===== config.mk =====
export PLATFORM = sky130hd
export DESIGN_NAME = serial_subtractor
export DESIGN_NICKNAME = d
export VERILOG_FILES = /design/src/rtl/serial_subtractor.sv
export SDC_FILE = /design/constraint.sdc
export NUM_CORES = 1
export LEC_CHECK = 0
export ABC_AREA = 1
export CORE_UTILIZATION = 44
export DETAILED_ROUTE_END_ITERATION = 6
export PLACE_DENSITY = 0.73
export SLEW_MARGIN = 20
export SYNTH_ARGS = -nofsm -noshare
export SYNTH_HDL_FRONTEND = slang
export SYNTH_SLANG_ARGS = --single-unit

===== constraint.sdc =====
create_clock -name clk -period 4.1 [get_ports clk]
set_input_delay 0.615 -clock clk [delete_from_list [all_inputs] [get_ports clk]]
set_output_delay 0.615 -clock clk [all_outputs]
set_load 0.02 [all_outputs]

===== src/rtl/serial_subtractor.sv =====
// Multi-cycle unsigned subtractor (diff = a - b) processing BITS_PER_CYCLE bits per clock, LSB first.
// Optional build macro SERIAL_SUBTRACTOR_SAT_EN clamps underflowing results to zero.
module serial_subtractor #(
   parameter int unsigned WIDTH          = 8,
   parameter int unsigned BITS_PER_CYCLE = 1
) (
   input  logic             clk,
   input  logic             rst,
   input  logic             start,
   input  logic [WIDTH-1:0] a,
   input  logic [WIDTH-1:0] b,
   output logic             busy,
   output logic             done,
   output logic [WIDTH-1:0] diff,
   output logic             bor,
   output logic             zero
);

   localparam int unsigned BPC   = BITS_PER_CYCLE;
   localparam int unsigned N     = WIDTH / BPC;
   localparam int unsigned CTR_W = $clog2(N) + 1;

   localparam logic [1:0] IDLE = 2'd0;
   localparam logic [1:0] RUN  = 2'd1;
   localparam logic [1:0] DONE = 2'd2;

   if (WIDTH < 2 || BPC == 0 || BPC > WIDTH || (WIDTH % BPC) != 0) begin : g_bad_cfg
      $error("serial_subtractor: BITS_PER_CYCLE must divide WIDTH and WIDTH must be >= 2");
   end

   logic [1:0]           state;
   logic [1:0]           state_nx;
   logic [WIDTH-1:0]     a_sr;
   logic [WIDTH-1:0]     b_sr;
   logic [WIDTH-1:0]     res_sr;
   logic                 borrow_reg;
   logic [CTR_W-1:0]     ctr;

   logic                 accept_c;
   logic                 last_c;
   logic [BPC-1:0]       slice_x;
   logic [BPC-1:0]       slice_y;
   logic [BPC-1:0]       slice_d;
   logic [BPC:0]         bi;
   logic [WIDTH+BPC-1:0] res_cat;
   logic [WIDTH-1:0]     res_next;

   // Ripple chain of 1-bit subtractor cells for the current slice
   assign slice_x = a_sr[BPC-1:0];
   assign slice_y = b_sr[BPC-1:0];
   assign bi[0]   = borrow_reg;

   for (genvar i = 0; i < BPC; i++) begin : g_cell
      assign slice_d[i] = slice_x[i] ^ slice_y[i] ^ bi[i];
      assign bi[i+1]    = (~slice_x[i] & slice_y[i]) | (~(slice_x[i] ^ slice_y[i]) & bi[i]);
   end

   // Slice result enters from the MSB side, so after N slices bit 0 sits at the bottom
   assign res_cat  = {slice_d, res_sr};
   assign res_next = res_cat[WIDTH+BPC-1:BPC];

   assign accept_c = start && (state == IDLE || state == DONE);
   assign last_c   = (state == RUN) && (ctr == CTR_W'(N - 1));

   always_ff @(posedge clk or posedge rst) begin
      if (rst) state <= IDLE;
      else     state <= state_nx;
   end

   always_comb begin
      state_nx = state;
      case (state)
         IDLE:    if (start) state_nx = RUN;
         RUN:     if (ctr == CTR_W'(N - 1)) state_nx = DONE;
         DONE:    state_nx = start ? RUN : IDLE;
         default: state_nx = IDLE;
      endcase
   end

   // Datapath and registered status outputs
   always_ff @(posedge clk or posedge rst) begin
      if (rst) begin
         a_sr       <= '0;
         b_sr       <= '0;
         res_sr     <= '0;
         borrow_reg <= 1'b0;
         ctr        <= '0;
         busy       <= 1'b0;
         done       <= 1'b0;
         diff       <= '0;
         bor        <= 1'b0;
         zero       <= 1'b0;
      end else begin
         busy <= (state_nx == RUN);
         done <= (state_nx == DONE);
         if (accept_c) begin
            a_sr       <= a;
            b_sr       <= b;
            res_sr     <= '0;
            borrow_reg <= 1'b0;
            ctr        <= '0;
         end else if (state == RUN) begin
            a_sr       <= a_sr >> BPC;
            b_sr       <= b_sr >> BPC;
            res_sr     <= res_next;
            borrow_reg <= bi[BPC];
            ctr        <= ctr + CTR_W'(1);
            if (last_c) begin
               bor <= bi[BPC];
`ifdef SERIAL_SUBTRACTOR_SAT_EN
               diff <= bi[BPC] ? '0 : res_next;
               zero <= bi[BPC] | (res_next == '0);
`else
               diff <= res_next;
               zero <= (res_next == '0);
`endif
            end
         end
      end
   end

endmodule


==> summary.txt, run 1 <==
Critical path
  • Kind of cell adding the most delay to the critical path: buffers and inverters
  • Critical path type: flip-flop to output pin
  • Crit Reg-Reg Startpoint: a_sr[0]
  • Max FO, Critical Path: 2
  • Critical path buffers and inverters: 1
  • Critical Path Start: diff[7]
  • Worst EP arrival: 1.24 ns
  • Cell type of the slowest stage on the worst timing path: sky130_fd_sc_hd__clkdlybuf4s50_1
  • CP startpoint kind: flip-flop
  • Worst path depth: 1
  • Sequence of cells on the critical path: clkdlybuf4s50_1
  • Worst path max stage delay: 0.60 ns
  • Category of the worst setup path capture point: output pin
  • Reg2Reg Depth: 8
  • Required time of the critical path: 3.48 ns

Die
  • Die height: 66.4 µm
  • Die width: 66.4 µm
  • Row cnt: 23
  • Core region area: 4000 µm²
  • Top-level port count: 31
  • Area of the die: 4410 µm²
  • Initial Util: 45.7%

Global route
  • Largest net degree at the start of global routing: 43
  • Wire length of the first global-routing pass: 5240 µm
  • Via count of the first global-routing pass: 1207
  • Total global-route track usage: 15.9%
  • Antenna violations before repair: 0
  • Total global routing overflow: 0

Drt
  • Via count normalized by instance count: 4.54
  • Avg WL per Cell: 10.4 µm
  • Number of remaining DRC errors: 0
  • Number of detailed-route iterations in the first pass: 4
  • Total vias in the final route: 1252
  • Count of nets left with antenna violations after detail routing: 0
  • Routed WL: 2880 µm
  • Violation count after the first detailed-route iteration: 67

Yosys
  • Portion of the post-synthesis area used by sequential elements: 57.5%
  • Top cells by area, synth: sky130_fd_sc_hd__dfrtp_1, sky130_fd_sc_hd__nand2_1, sky130_fd_sc_hd__o21ai_2
  • Proportion of netlist area held by the largest area contributor: 57.5%
  • Synth warn: 0
  • Synth Net Count: 214
  • Most instantiated flip-flop cell in the synthesis netlist: sky130_fd_sc_hd__dfrtp_1
  • Yosys reg bits: 42
  • Cell variety after synth: 23
  • Top-count cell post-synth: sky130_fd_sc_hd__nand2_1
  • Number of flops mapped to enable cells by yosys: 0
  • Post-synth ARST share: 100%
  • Number of standard cells after synthesis: 193
  • Netlist Area Pre-Place: 1830 µm²
  • Syn avg cell area: 9.47 µm²
  • Cell taking the most area after synthesis: sky130_fd_sc_hd__dfrtp_1
  • Most numerous cell types in the synthesized netlist: sky130_fd_sc_hd__nand2_1, sky130_fd_sc_hd__dfrtp_1, sky130_fd_sc_hd__inv_1, sky130_fd_sc_hd__nand3_1

Finish
  • Proportion of layout cells with a drive suffix above 1: 11.9%
  • Final net count: 246
  • Area delta synth->final: 21.6%
  • Antenna Diode Count: 0
  • Layout Cells excl Fill: 276
  • Registers with the most flip-flops: a_sr x8, b_sr x8, diff x8

Timing
  • Highest attainable clock frequency: 0.540 GHz
  • Final worst path period need: 1.85 ns
  • Setup total negative slack: 0 ns
  • Crit share post-route: 45.2%
  • Crit path setup slack, layout: 2.25 ns
  • Unrepaired setup endpoints after global routing: no
  • Worst-case clock skew: 0.00469 ns
  • Actual slew at the worst max-slew pin: 0.519 ns
  • Slew Viols, Final: 0
  • Final setup violating endpoints: 0
  • Hold Violations, Final: 0
  • Rel. slew slack: 65.4%

Power and ir drop
  • Static leakage: 1.09 nW
  • Power per standard cell area: 764 nW/µm²
  • Max rail drop VDD: 0.304 mV
  • Tot Pwr: 1.70 mW

Clocking
  • TritonCTS clock tree: yes
  • Hold Buf Count CTS: 0
  • TritonCTS Sinks: 42
  • Total CTS buffers: 5
  • Clk buf depth: 2
  • Maximum level of the CTS H-tree: 2
  • Post-cts sizing count: 0
  • Insertion delay of the later-clocked pin in the worst-skew pair: 0.29 ns
  • Setup fix buffers added after clock tree synthesis: 0
  • Root Buffer: sky130_fd_sc_hd__clkbuf_8
  • Clock transition at path regs: 0.07 ns

Place
  • Last weighted congestion value of the routability-driven placer: 0.763
  • Port Buffers: 30
  • Cell count after placement: 268
  • Post-place setup slack: 2.40 ns
  • Final HPWL DP: 2010 µm

Min path
  • Min-delay src: diff[5]
  • Number of cells on the worst hold path: 2
  • Min-delay worst type: flip-flop to flip-flop

Job
  • Maxcap violations: 0

Outcome
  • Result of the run: finished clean
-- where the power goes --
group | total (mW) | leakage, nW | internal, mW | switching (mW)
Combinational | 0.736 | 0.510 | 0.301 | 0.435
Sequential | 0.697 | 0.529 | 0.600 | 0.0972
Clock | 0.264 | 0.0482 | 0.136 | 0.129
-- tightest hold or removal path: cells and delay by family, from the launching register on --
kind	cells	cell delay, ns
simple gates	1	0.06
compound gates	1	0.04
flops	1	0.34
-- worst paths after layout --
check | slack, ns | to
worst max-delay path | 2.25 | diff[7]
worst min-delay path | 0.48 | diff[5]
worst max register to register | 2.63 | zero
worst min register to register | 0.48 | diff[5]
max in group asynchronous | 2.98 | zero
min in group asynchronous | 0.76 | diff[7]
-- metrics by stage --
| step | instance area [µm²] | utilization [%] | hold WS (ns) |
|---|---|---|---|
| global route | 2220 | 55.6 | 0.505 |
| global placement | 2130 | 53.3 | 0.456 |
| detailed placement | 2130 | 53.3 | 0.469 |
| CTS | 2220 | 55.6 | 0.487 |
| floorplan | 1830 | - | 0.442 |
| finish | 2220 | 55.6 | 0.481 |
-- kinds of logic after synthesis --
group | count (synthesis) | synth area share, %
simple gates | 100 | 23.8
fa+ha+maj | 2 | 1.78
buf+inv | 26 | 8.29
flops | 42 | 57.5
compound gates | 23 | 8.63
-- layer usage --
layer  track usage (%)  share of wire [%]  up-vias
li1                  -                  -      669
met1              19.7                 47      551
met2              26.0                 47       27
met3              4.14                3.6        5
met4              7.18                1.7        0
met5                 0                  0        -
-- cells in the final DEF (no fill, tap or decap) --
cell type                         netlist  layout
sky130_fd_sc_hd__ha_1                   1       1
sky130_fd_sc_hd__inv_2                  2       2
sky130_fd_sc_hd__nand3_2                1       1
sky130_fd_sc_hd__nand2_2                1       1
sky130_fd_sc_hd__clkinv_2               0       1
sky130_fd_sc_hd__clkbuf_1               0       1
sky130_fd_sc_hd__clkbuf_8               0       6
sky130_fd_sc_hd__nand2_1               72      72
sky130_fd_sc_hd__o22ai_1                7       7
sky130_fd_sc_hd__o21ai_2                9       9
sky130_fd_sc_hd__nand2_4                2       2
sky130_fd_sc_hd__dfrtp_1               42      42
sky130_fd_sc_hd__nand2_8                1       1
sky130_fd_sc_hd__inv_4                  1       1
sky130_fd_sc_hd__clkdlybuf4s50_1        0      30
sky130_fd_sc_hd__nor2_1                 9       9
sky130_fd_sc_hd__fa_1                   1       1
sky130_fd_sc_hd__o21ai_0                6       6
sky130_fd_sc_hd__inv_1                 16      16
sky130_fd_sc_hd__buf_4                  1       1
sky130_fd_sc_hd__a21oi_1                1       1
sky130_fd_sc_hd__nor2_2                 1       1
sky130_fd_sc_hd__nand3_1               13      13
sky130_fd_sc_hd__inv_8                  1       1
-- area by class of cell --
type                       instances  area [µm²]
sequential                        42        1050
multi-input combinational        125         624
clock inverter                     1        5.00
fill                             385        1780
inverter                          20        85.1
tap                               50        62.6
timing repair buffer              31         308
clock buffer                       7        86.3
Note: power is estimated with default switching activity, not from simulation.
==> run 2: changes to the inputs <==
--- a/config.mk
+++ b/config.mk
@@ -8,7 +8,7 @@
 export ABC_AREA = 1
 export CORE_UTILIZATION = 44
 export DETAILED_ROUTE_END_ITERATION = 6
-export PLACE_DENSITY = 0.73
+export PLACE_DENSITY = 0.76
 export SLEW_MARGIN = 20
 export SYNTH_ARGS = -nofsm -noshare
 export SYNTH_HDL_FRONTEND = slang
==> constraint.sdc (replaced) <==
create_clock -name clk -period 1.7 [get_ports clk]
set_input_delay 0.255 -clock clk [delete_from_list [all_inputs] [get_ports clk]]
set_output_delay 0.255 -clock clk [all_outputs]
set_load 0.02 [all_outputs]
==> run 2 against run 1 <==
Compared with the run above:
- flip-flop and latch count unchanged
- non-clock buffer count rose by 1
- total power increased to 2.5 times the previous value
- combinational power up 150%
- design area rose by 1.6%
- critical path depth is the same
- die area stayed put
- critical path type unchanged
- critical endpoint is now zero
- global-route usage is 1.4 points higher
==> summary.txt, run 2 (synthesized netlist as in run 1, its figures left out) <==
Drt
  • Count of nets left with antenna violations after detail routing: 0 (unchanged)
  • Via count normalized by instance count: 4.68 (+3.2%)
  • Avg WL per Cell: 11.4 µm (+9.3%)
  • Total vias in the final route: 1297 (+3.6%)
  • Violation count after the first detailed-route iteration: 66 (-1.5%)
  • Number of remaining DRC errors: 0 (unchanged)
  • Number of detailed-route iterations in the first pass: 4 (unchanged)
  • Routed WL: 3160 µm (+9.7%)

Critical path
  • Category of the worst setup path capture point: output pin
  • Critical path type: flip-flop to output pin
  • Critical path buffers and inverters: 1 (unchanged)
  • Sequence of cells on the critical path: clkdlybuf4s50_1
  • Reg2Reg Depth: 7 (-1)
  • Required time of the critical path: 1.44 ns (-2.04 ns)
  • Worst path depth: 1 (unchanged)
  • Cell type of the slowest stage on the worst timing path: sky130_fd_sc_hd__clkdlybuf4s50_1
  • Crit Reg-Reg Startpoint: ctr[0]
  • Critical Path Start: zero
  • Max FO, Critical Path: 2 (unchanged)
  • Kind of cell adding the most delay to the critical path: buffers and inverters
  • Worst EP arrival: 1.27 ns (+0.03 ns)
  • Worst path max stage delay: 0.61 ns (about the same)
  • CP startpoint kind: flip-flop

Global route
  • Wire length of the first global-routing pass: 5690 µm (+8.7%)
  • Via count of the first global-routing pass: 1333 (+10%)
  • Total global-route track usage: 17.4% (+1.4 points)
  • Total global routing overflow: 0 (unchanged)
  • Antenna violations before repair: 0 (unchanged)
  • Largest net degree at the start of global routing: 43 (unchanged)

Place
  • Port Buffers: 30 (unchanged)
  • Final HPWL DP: 2140 µm (+6.6%)
  • Area of placed instances: 2150 µm² (+0.94%)
  • Last weighted congestion value of the routability-driven placer: 0.799 (+4.7%)

Timing
  • Worst-case clock skew: 0.0128 ns (+0.00810 ns)
  • Crit share post-route: 89.8%
  • Highest attainable clock frequency: 0.655 GHz
  • Slew Viols, Final: 0 (unchanged)
  • Setup total negative slack: 0 ns (unchanged)
  • Actual slew at the worst max-slew pin: 0.441 ns (-0.0784 ns)
  • Final worst path period need: 1.53 ns
  • Rel. slew slack: 70.5% (+5.1 points)
  • Final setup violating endpoints: 0 (unchanged)
  • Hold Violations, Final: 0 (unchanged)
  • Unrepaired setup endpoints after global routing: no

Job
  • Maxcap violations: 0 (unchanged)

Finish
  • Fill cell instance count of the final layout: 391 (+1.6%)
  • Area delta synth->final: 23.6%
  • Finished Cell Area: 2260 µm² (+1.6%)
  • Final net count: 247 (+0.41%)
  • Antenna Diode Count: 0 (unchanged)
  • Proportion of layout cells with a drive suffix above 1: 11.9% (-0.053 points)
  • Most common library cell in the layout ignoring fill and taps: sky130_fd_sc_hd__nand2_1
  • Commonest cells after routing, fill and taps aside: sky130_fd_sc_hd__nand2_1, sky130_fd_sc_hd__dfrtp_1, sky130_fd_sc_hd__clkdlybuf4s50_1
  • Core Util, Final: 56.4% (+0.88 points)
  • Registers with the most flip-flops: a_sr x8, b_sr x8, diff x8

Die
  • Area of the die: 4410 µm² (unchanged)
  • Die height: 66.4 µm (unchanged)
  • Top-level port count: 31 (unchanged)
  • Die width: 66.4 µm (unchanged)
  • Core region area: 4000 µm² (unchanged)
  • Row cnt: 23 (unchanged)
  • Initial Util: 45.7% (unchanged)

Power and ir drop
  • Power per standard cell area: 1900 nW/µm² (+150%)
  • Max rail drop VDD: 0.803 mV (+160%)
  • Static leakage: 1.10 nW (+1.3%)

Clocking
  • Post-cts sizing count: 0 (unchanged)
  • Insertion delay of the later-clocked pin in the worst-skew pair: 0.30 ns (about the same)
  • Clock transition at path regs: 0.08 ns (about the same)
  • Setup fix buffers added after clock tree synthesis: 0 (unchanged)
  • TritonCTS clock tree: yes
  • Hold Buf Count CTS: 0 (unchanged)
  • Maximum level of the CTS H-tree: 2 (unchanged)
  • Root Buffer: sky130_fd_sc_hd__clkbuf_8
  • Clk buf depth: 2 (unchanged)
  • Total CTS buffers: 5 (unchanged)
  • TritonCTS Sinks: 42 (unchanged)

Min path
  • Min-delay worst type: input port to async pin

Outcome
  • Result of the run: finished clean
[run 2: cell types whose count changed in the layout (fill, tap and decap cells not counted), sizes merged]
cell    delta
buf        +1
bufinv     +1
clkinv     -1
[run 2: cell type report]
class / count / area (µm²) / share of cell area, %
multi-input combinational: 125 / 624 / 27.7
clock buffer: 7 / 76.3 / 3.38
inverter: 20 / 85.1 / 3.77
sequential: 42 / 1050 / 46.6
timing repair buffer: 32 / 328 / 14.5
clock inverter: 1 / 30.0 / 1.33
tap: 50 / 62.6 / 2.77
[run 2: path summary, 6_finish.rpt]
kind,to,slack (ns)
worst max-delay path,zero,0.17
worst min register to register,a_sr[7],0.48
min in group clk,a_sr[7],0.48
worst min-delay path,diff[2],0.31
max in group asynchronous,ctr[1],1.18
worst max register to register,zero,0.21
[run 2: report_power, final]
group / internal [mW] / switching [mW] / total (mW) / leakage, nW
clock network: 0.440 / 0.334 / 0.774 / 0.0524
logic: 0.745 / 1.07 / 1.82 / 0.519
registers: 1.45 / 0.256 / 1.70 / 0.529
[run 2: per-stage QoR]
| step | hold slack, ns | std cells | total power [mW] | setup WS (ns) |
|---|---|---|---|---|
| after floorplan | 0.372 | 193 | 3.07 | 0.359 |
| after global placement | 0.458 | 269 | 3.50 | 0.286 |
| after detailed placement | 0.460 | 269 | 3.57 | 0.206 |
| after CTS | 0.320 | 277 | 4.35 | 0.161 |
| after global routing | 0.350 | 277 | 4.67 | 0.0806 |
| final | 0.308 | 277 | 4.30 | 0.173 |
[run 2: metal layers]
layer / global-route usage, % / part of all wire [%] / vias to the layer above
met4: 8.51 / 2.2 / 0
met5: 0 / 0 / -
met1: 20.0 / 47 / 594
met3: 3.97 / 3.5 / 7
met2: 30.1 / 47 / 29
li1: - / - / 667
==> run 3: changes to the inputs <==
--- a/config.mk
+++ b/config.mk
@@ -5,7 +5,6 @@
 export SDC_FILE = /design/constraint.sdc
 export NUM_CORES = 1
 export LEC_CHECK = 0
-export ABC_AREA = 1
 export CORE_UTILIZATION = 44
 export DETAILED_ROUTE_END_ITERATION = 6
 export PLACE_DENSITY = 0.76
==> run 3 against run 2 <==
Compared with the run above:
- flip-flop and latch count did not move
- maximum frequency down 0.85%
- global-route usage up 0.32 points
- routed wire length up 4.0%
- worst hold slack better by 0.015 ns
- total power down 4.5%
- area after synthesis shrank 2.9%
- first-iteration DRC count rose by 27%
- critical endpoint is now diff[6]
==> summary.txt, run 3 <==
Place
  • Final HPWL DP: 2250 µm (+4.8%)
  • Last weighted congestion value of the routability-driven placer: 0.749 (-6.2%)
  • Port Buffers: 30 (unchanged)

Global route
  • M2 GR Usage: 29.0% (-1.1 points)
  • Met1 Track Usage GR: 22.0% (+2.0 points)
  • GR peak layer: met2
  • Largest net degree at the start of global routing: 43 (unchanged)
  • Routing usage on met3: 4.17% (+0.20 points)
  • Via count of the first global-routing pass: 1231 (-7.7%)
  • Wire length of the first global-routing pass: 5570 µm (-2.2%)
  • Total global routing overflow: 0 (unchanged)
  • Antenna violations before repair: 0 (unchanged)
  • Total global-route track usage: 17.7% (+0.32 points)

Yosys
  • Cell variety after synth: 29 (+26%)
  • Syn avg cell area: 12.4 µm² (+31%)
  • Post-synth ARST share: 100% (unchanged)
  • Number of flops mapped to enable cells by yosys: 0 (unchanged)
  • Netlist Area Pre-Place: 1770 µm² (-2.9%)
  • Number of standard cells after synthesis: 143 (-26%)
  • Synth warn: 0 (unchanged)
  • Cell taking the most area after synthesis: sky130_fd_sc_hd__dfrtp_1
  • Top cells by area, synth: sky130_fd_sc_hd__dfrtp_1, sky130_fd_sc_hd__mux2_4, sky130_fd_sc_hd__a22o_1
  • Yosys reg bits: 42 (unchanged)
  • Most instantiated flip-flop cell in the synthesis netlist: sky130_fd_sc_hd__dfrtp_1
  • Most numerous cell types in the synthesized netlist: sky130_fd_sc_hd__dfrtp_1, sky130_fd_sc_hd__nand2_1, sky130_fd_sc_hd__a22oi_1, sky130_fd_sc_hd__nand3_1, sky130_fd_sc_hd__a22o_1
  • Portion of the post-synthesis area used by sequential elements: 59.2% (+1.7 points)
  • Top-count cell post-synth: sky130_fd_sc_hd__dfrtp_1
  • Proportion of netlist area held by the largest area contributor: 59.2% (+1.7 points)
  • Synth Net Count: 164 (-23%)

Critical path
  • Required time of the critical path: 1.88 ns (+0.44 ns)
  • Category of the worst setup path capture point: flip-flop
  • Sequence of cells on the critical path: ha_1, nand2_1, nor3_4, buf_12, mux2_2
  • Max FO, Critical Path: 11 (+9)
  • Reg2Reg Depth: 5 (-2)
  • Worst flop-to-flop path endpoint: diff[6]
  • Crit Reg-Reg Startpoint: ctr[0]
  • Worst path max stage delay: 0.41 ns (-0.20 ns)
  • Critical path type: flip-flop to flip-flop
  • CP startpoint kind: flip-flop
  • Critical path buffers and inverters: 1 (unchanged)
  • Worst EP arrival: 1.72 ns (+0.45 ns)
  • Setup slack, reg-to-reg: 0.16 ns (-0.05 ns)
  • Kind of cell adding the most delay to the critical path: flip-flops
  • Worst path depth: 5 (+4)
  • Cell type of the slowest stage on the worst timing path: sky130_fd_sc_hd__dfrtp_1

Clocking
  • Clock transition at path regs: 0.07 ns (about the same)
  • Insertion delay of the later-clocked pin in the worst-skew pair: 0.29 ns (about the same)
  • TritonCTS clock tree: yes
  • Maximum level of the CTS H-tree: 2 (unchanged)
  • Post-cts sizing count: 0 (unchanged)
  • Root Buffer: sky130_fd_sc_hd__clkbuf_8
  • Clk buf depth: 2 (unchanged)
  • Setup fix buffers added after clock tree synthesis: 0 (unchanged)
  • TritonCTS Sinks: 42 (unchanged)
  • Total CTS buffers: 5 (unchanged)
  • Hold Buf Count CTS: 0 (unchanged)

Finish
  • Most common library cell in the layout ignoring fill and taps: sky130_fd_sc_hd__dfrtp_1
  • Proportion of layout cells with a drive suffix above 1: 13.6% (+1.7 points)
  • Fill cell instance count of the final layout: 289 (-26%)
  • Commonest cells after routing, fill and taps aside: sky130_fd_sc_hd__dfrtp_1, sky130_fd_sc_hd__clkdlybuf4s50_1, sky130_fd_sc_hd__nand2_1
  • Final net count: 196 (-21%)
  • Antenna Diode Count: 0 (unchanged)
  • Area delta synth->final: 26.6%
  • Registers with the most flip-flops: a_sr x8, b_sr x8, diff x8

Die
  • Row cnt: 22 (-4.3%)
  • Core region area: 3770 µm² (-5.7%)
  • Initial Util: 47.0% (+1.4 points)
  • Area of the die: 4290 µm² (-2.8%)
  • Top-level port count: 31 (unchanged)
  • Die height: 65.5 µm (-1.4%)
  • Die width: 65.5 µm (-1.4%)

Timing
  • Final worst path period need: 1.54 ns (+0.0131 ns)
  • Final setup violating endpoints: 0 (unchanged)
  • Crit share post-route: 90.6% (+0.77 points)
  • Slew Viols, Final: 0 (unchanged)
  • Worst-case clock skew: 0.00359 ns (-0.00920 ns)
  • Unrepaired setup endpoints after global routing: no
  • Highest attainable clock frequency: 0.649 GHz (-0.85%)
  • Setup total negative slack: 0 ns (unchanged)
  • Actual slew at the worst max-slew pin: 0.669 ns (+0.227 ns)
  • Hold Violations, Final: 0 (unchanged)
  • Rel. slew slack: 55.3% (-15 points)

Drt
  • Number of remaining DRC errors: 0 (unchanged)
  • Violation count after the first detailed-route iteration: 84 (+27%)
  • Routed WL: 3280 µm (+4.0%)
  • Avg WL per Cell: 14.7 µm (+29%)
  • Total vias in the final route: 1221 (-5.9%)
  • Number of detailed-route iterations in the first pass: 4 (unchanged)
  • Via count normalized by instance count: 5.45 (+16%)
  • Count of nets left with antenna violations after detail routing: 0 (unchanged)

Power and ir drop
  • Tot Pwr: 4.10 mW (-4.5%)
  • Power per standard cell area: 1830 nW/µm² (-4.0%)
  • Max rail drop VDD: 0.824 mV (+2.6%)
  • Static leakage: 1.03 nW (-6.3%)

Outcome
  • Result of the run: finished clean

Min path
  • Min-delay worst type: input port to async pin

Job
  • Maxcap violations: 0 (unchanged)
==> run 3: cell types whose count changed in the layout (fill, tap and decap cells not counted), moves of 5 or more <==
cell	previous run	this run
sky130_fd_sc_hd__mux2_4	0	8
sky130_fd_sc_hd__o21ai_2	9	0
sky130_fd_sc_hd__nand2_1	72	18
sky130_fd_sc_hd__o22ai_1	7	0
sky130_fd_sc_hd__nor2_1	9	4
sky130_fd_sc_hd__o21ai_0	6	1
sky130_fd_sc_hd__inv_1	16	3
sky130_fd_sc_hd__a22oi_1	0	12
sky130_fd_sc_hd__a22o_1	0	11
==> run 3: kinds of logic (layout without fill, tap and decap cells) <==
| family | Yosys count | in the layout | share of synthesized area [%] |
|---|---|---|---|
| fa+ha+maj | 2 | 2 | 1.83 |
| xor+xnor | 1 | 1 | 0.494 |
| compound gates | 27 | 27 | 12.2 |
| mux | 12 | 12 | 9.10 |
| simple gates | 45 | 45 | 12.6 |
| buf+inv | 14 | 47 | 4.51 |
| flops | 42 | 42 | 59.2 |
==> run 3: layout make-up <==
type | count | area (µm²) | area share [%]
timing repair buffer | 36 | 370 | 16.5
clock buffer | 8 | 110 | 4.90
sequential | 42 | 1050 | 46.8
inverter | 3 | 11.3 | 0.501
multi-input combinational | 87 | 643 | 28.6
tap | 48 | 60.1 | 2.67
==> run 3: worst max path at each step <==
stage,slack [ns],startpoint,to
4_1_cts,0.16,ctr[0],diff[6]
5_1_grt,0.06,ctr[0],diff[6]
3_3_place_gp,0.11,start,res_sr[1]
6_report,0.16,ctr[0],diff[6]
3_5_place_dp,0.05,start,res_sr[4]
2_1_floorplan,0.30,state[1],bor
==> run 3: through the flow <==
stage          cells  worst slack (ns)  hold slack [ns]  area, µm²  utilization [%]
3_3_place_gp     216             0.107            0.480       2140             56.6
6_report         224             0.160            0.322       2250             59.6
2_1_floorplan    143             0.302            0.383       1770                -
5_1_grt          224            0.0552            0.370       2250             59.6
3_5_place_dp     216            0.0538            0.485       2140             56.6
4_1_cts          224             0.165            0.334       2250             59.6
==> run 3: power by group <==
group	switching (mW)	internal, mW	total, mW	leakage, nW
sequential	0.294	1.43	1.72	0.534
combinational	0.818	0.836	1.65	0.440
clock	0.320	0.410	0.729	0.0575
==> run 3: layer usage <==
| layer | share of wire [%] | routed length, µm |
|---|---|---|
| met3 | 3.8 | 126 |
| met1 | 45 | 1490 |
| met2 | 49 | 1620 |
| met5 | 0 | 0 |
| met4 | 1.2 | 39 |
==> run 3: worst reg2reg max path, stage by stage (launching register included) <==
cell and delay [ns]:
sky130_fd_sc_hd__dfrtp_1 0.41, sky130_fd_sc_hd__ha_1 0.21, sky130_fd_sc_hd__nand2_1 0.13, sky130_fd_sc_hd__nor3_4 0.17
sky130_fd_sc_hd__buf_12 0.17, sky130_fd_sc_hd__mux2_2 0.33
==> RTL edit 1 (settings of run 1) <==
One comparison of `ctr` changes from == to >=.
--- a/src/rtl/serial_subtractor.sv
+++ b/src/rtl/serial_subtractor.sv
@@ -60,7 +60,7 @@
    assign res_next = res_cat[WIDTH+BPC-1:BPC];
 
    assign accept_c = start && (state == IDLE || state == DONE);
-   assign last_c   = (state == RUN) && (ctr == CTR_W'(N - 1));
+   assign last_c   = (state == RUN) && (ctr >= CTR_W'(N - 1));
 
    always_ff @(posedge clk or posedge rst) begin
       if (rst) state <= IDLE;
Function: same outputs for any inputs over 10 cycles, from zero or initial values and one cycle with rst high; that may be too few to reach the edited logic, so the function may still have changed.
==> RTL edit 1 against run 1 <==
- die area decreased by 1.3%
- routed wire length increased by 4.1%
- cell count decreased by 1.1%
- cell area decreased by 1.8%
- area after synthesis decreased by 1.3%
- total power decreased by 2.3%
- setup slack got worse by 0.013 ns
- sequential cell count unchanged
- largest power group unchanged
==> RTL edit 1: results (changes against run 1) <==
met2 WL: 1.45 mm (+6.8%)
fraction of area in multi-input gates: 27.9% (-0.23 points)
Seq/total area: 48.2% (+0.87 points)
comb pwr: 723 uW (-2%)
Synth cell types: 22 (-4.3%)
Reg clk slew, reported paths: 0.07 ns (about the same)
Crit Path Max Fanout: 2 (unchanged)
Initial DRC Count: 97 (+45%)
GRT Util Overall: 17.2% (+1.3 points)
Max-Slew Margin vs Limit: 48.7% (-17 points)
Non-Clock Buffer Area Fraction: 14.1% (+0.25 points)
grt met2 use: 27.6% (+1.5 points)
Worst Setup SP: diff[2]
CP top delay family: buffers and inverters
internal power: 993 uW (-4.2%)
Max rail drop VDD: 0.356 mV (+17%)
Worst Setup Start Kind: register
DR WL met3: 138 um (+33%)
final wirelength: 3.00 mm (+4.1%)
vias: 1333 (+6.5%)
Non-clk invs: 19 (-5.0%)
WL met1: 1.32 mm (-3.3%)
final RePlAce weighted congestion: 0.741 (-2.9%)
maximum number of pins on one net before global-route repair: 24 (-44%)
Multi-In Gates: 126 (+0.80%)
fin nets: 246 (unchanged)
Clock buf/inv share: 3.50% (-0.61 points)
total power: 1.66 mW (-2.3%)
RR Endpoint: zero
met1 GRT Util: 20.5% (+0.81 points)
hpwl dp: 2.07 mm (+3.2%)
Final Cycle Share: 45.5% (+0.32 points)
Commonest cells post-synth: nand2_1 (72), dfrtp_1 (42), nand3_1 (15)
Post-Synthesis Cells: 194 (+0.52%)
Pleak: 1.06 nW (-2.9%)
post-route cell area: 2180 um^2 (-1.8%)
Synth area leaders: dfrtp_1 (58%), nand2_1 (15%), nand3_1 (4.2%)
Clk pwr share: 14.7% (-0.9 points)
Placed Instances: 266 (-0.75%)
end of the critical path: diff[2]
wire per inst: 11.0 um (+5.3%)
fill count: 353 (-8.3%)
syn_nets: 215 (+0.47%)
Post-CTS Setup Inserts: 0 (unchanged)
Clock Skews: 0.00365 ns (-0.00104 ns)
final setup fails: 0 (unchanged)
Yosys reg bits: 42 (unchanged)
first-pass GRT wire length: 5.44 mm (+4.0%)
Seq/Total Area, Yosys: 58.3% (+0.76 points)
Post-Place Worst Slack: 2.15 ns (-0.242 ns)
share of cells above drive strength 1: 9.78% (-2.2 points)
post-place instance area: 2110 um^2 (-1.2%)
status: finished, final reports clean
-- RTL edit 1: logic make-up (layout without fill, tap and decap cells) --
kind of cell | Yosys count | count (layout) | share of synthesized area [%]
flip-flops | 42 | 42 | 58.3
AO/OA/AOI/OAI | 20 | 20 | 7.29
adder cells (fa/ha/maj) | 2 | 2 | 1.80
buffers and inverters | 26 | 57 | 7.98
AND/OR/NAND/NOR | 104 | 104 | 24.6
-- RTL edit 1: how the worst min path moves through the flow --
| stage | end | from | cells after the start | slack, ns |
|---|---|---|---|---|
| after global routing | b_sr[5] | b_sr[5] | 2 | 0.50 |
| after detailed placement | a_sr[7] | a_sr[7] | 2 | 0.47 |
| final | a_sr[7] | a_sr[7] | 2 | 0.48 |
| after floorplan | a_sr[7] | a_sr[7] | 2 | 0.44 |
| after global placement | b_sr[7] | b_sr[7] | 2 | 0.46 |
| after CTS | a_sr[7] | a_sr[7] | 2 | 0.48 |
==> RTL edit 2 (flow settings as in run 1) <==
Made on the original files. The option `SERIAL_SUBTRACTOR_SAT_EN` is turned on by a define.
--- a/src/rtl/serial_subtractor.sv
+++ b/src/rtl/serial_subtractor.sv
@@ -1,5 +1,7 @@
 // Multi-cycle unsigned subtractor (diff = a - b) processing BITS_PER_CYCLE bits per clock, LSB first.
 // Optional build macro SERIAL_SUBTRACTOR_SAT_EN clamps underflowing results to zero.
+`define SERIAL_SUBTRACTOR_SAT_EN
+
 module serial_subtractor #(
    parameter int unsigned WIDTH          = 8,
    parameter int unsigned BITS_PER_CYCLE = 1
Check against the original RTL: not equivalent (a bounded check fails within 10 cycles, from zero or initial values and one cycle with rst high).
==> RTL edit 2 against run 1 <==
- sequential cell count unchanged
- cell area down 0.79%
- largest cell class unchanged
- area after synthesis decreased by 2.8%
- total power is 0.83% lower
- setup slack lost 0.036 ns
- combinational power shrank 10%
- routed wire length grew 13%
==> RTL edit 2: results (changes against run 1) <==
vias: 1352 (+8.0%)
Synth area leaders: dfrtp_1 (59%), nand2_1 (18%), nand3_1 (3.9%)
Commonest cells post-synth: nand2_1 (84), dfrtp_1 (42), nor2_1 (15)
Non-Filler Instances: 279 (+1.1%)
Initial DRC Count: 57 (-15%)
final RePlAce weighted congestion: 0.750 (-1.8%)
syn_nets: 218 (+1.9%)
Hold Path Sink: b_sr[7]
vias in the first global route: 1258 (+4.2%)
Max-Slew Margin vs Limit: 63.5% (-1.9 points)
final wirelength: 3.26 mm (+13%)
fill count: 364 (-5.5%)
Synth cell types: 18 (-22%)
end of the critical path: bor
CP arrival: 1.27 ns (+0.03 ns)
first-pass GRT wire length: 5.51 mm (+5.3%)
hpwl dp: 2.20 mm (+9.7%)
RR Endpoint: zero
Placed Instances: 271 (+1.1%)
Seq/Total Area, Yosys: 59.2% (+1.7 points)
Reg2Reg Setup Slack: 2.67 ns (+0.04 ns)
Clock Skews: 0.00819 ns (+0.00350 ns)
H-tree Lvls: 2 (unchanged)
synthesized cell area: 1780 um^2 (-2.8%)
Pleak: 1.05 nW (-3.1%)
status: finished, final reports clean
Post-Synthesis Cells: 197 (+2.1%)
Max rail drop VDD: 0.368 mV (+21%)
Reg clk slew, reported paths: 0.08 ns
final hold slack: 0.474 ns (-0.00723 ns)
Worst Hold Class: register to register
share of cells above drive strength 1: 6.93% (-5.0 points)
top flop regs: a_sr: 8 flops, b_sr: 8 flops, diff: 8 flops
RTL edit 2: stage by stage:
| stage | setup slack [ns] | instance area, um^2 | util [%] | total power, mW |
|---|---|---|---|---|
| 6_report | 2.21 | 2200 | 58.5 | 1.68 |
| 5_1_grt | 2.16 | 2200 | 58.5 | 1.81 |
| 4_1_cts | 2.20 | 2200 | 58.5 | 1.70 |
| 3_5_place_dp | 2.24 | 2090 | 55.5 | 1.37 |
| 3_3_place_gp | 2.27 | 2090 | 55.5 | 1.35 |
| 2_1_floorplan | 2.51 | 1780 | - | 1.19 |
RTL edit 2: cells by family (layout without fill, tap and decap cells):
kind of cell,Yosys count,count (layout),share of synthesized area [%]
adder cells (fa/ha/maj),2,2,1.83
flip-flops,42,42,59.2
AND/OR/NAND/NOR,118,118,28.0
buffers and inverters,17,51,5.43
AO/OA/AOI/OAI,18,18,5.50
RTL edit 2: power breakdown:
group	internal, mW	switching, mW	total, mW
combinational	0.257	0.402	0.660
clock	0.182	0.146	0.328
sequential	0.590	0.106	0.696
RTL edit 2: layout make-up:
type	count	area [um^2]	area share [%]
Clock buffer	6	72.6	3.29
Timing Repair Buffer	31	308	14.0
Tap cell	48	60.1	2.72
Clock inverter	2	37.5	1.70
Inverter	12	47.5	2.16
Multi-Input combinational cell	138	628	28.5
Sequential cell	42	1050	47.7
RTL edit 2: worst min-delay path: cells and delay by family, from the launching register on:
family	cells	cell delay [ns]
simple gates	2	0.10
flops	1	0.35
RTL edit 2: layer usage:
layer / track usage (%) / vias up / wire length [um]
li1: - / 676 / -
met1: 21.7 / 626 / 1540
met2: 27.8 / 40 / 1510
met3: 4.17 / 10 / 135
met4: 8.70 / 0 / 65
met5: 0 / - / 0
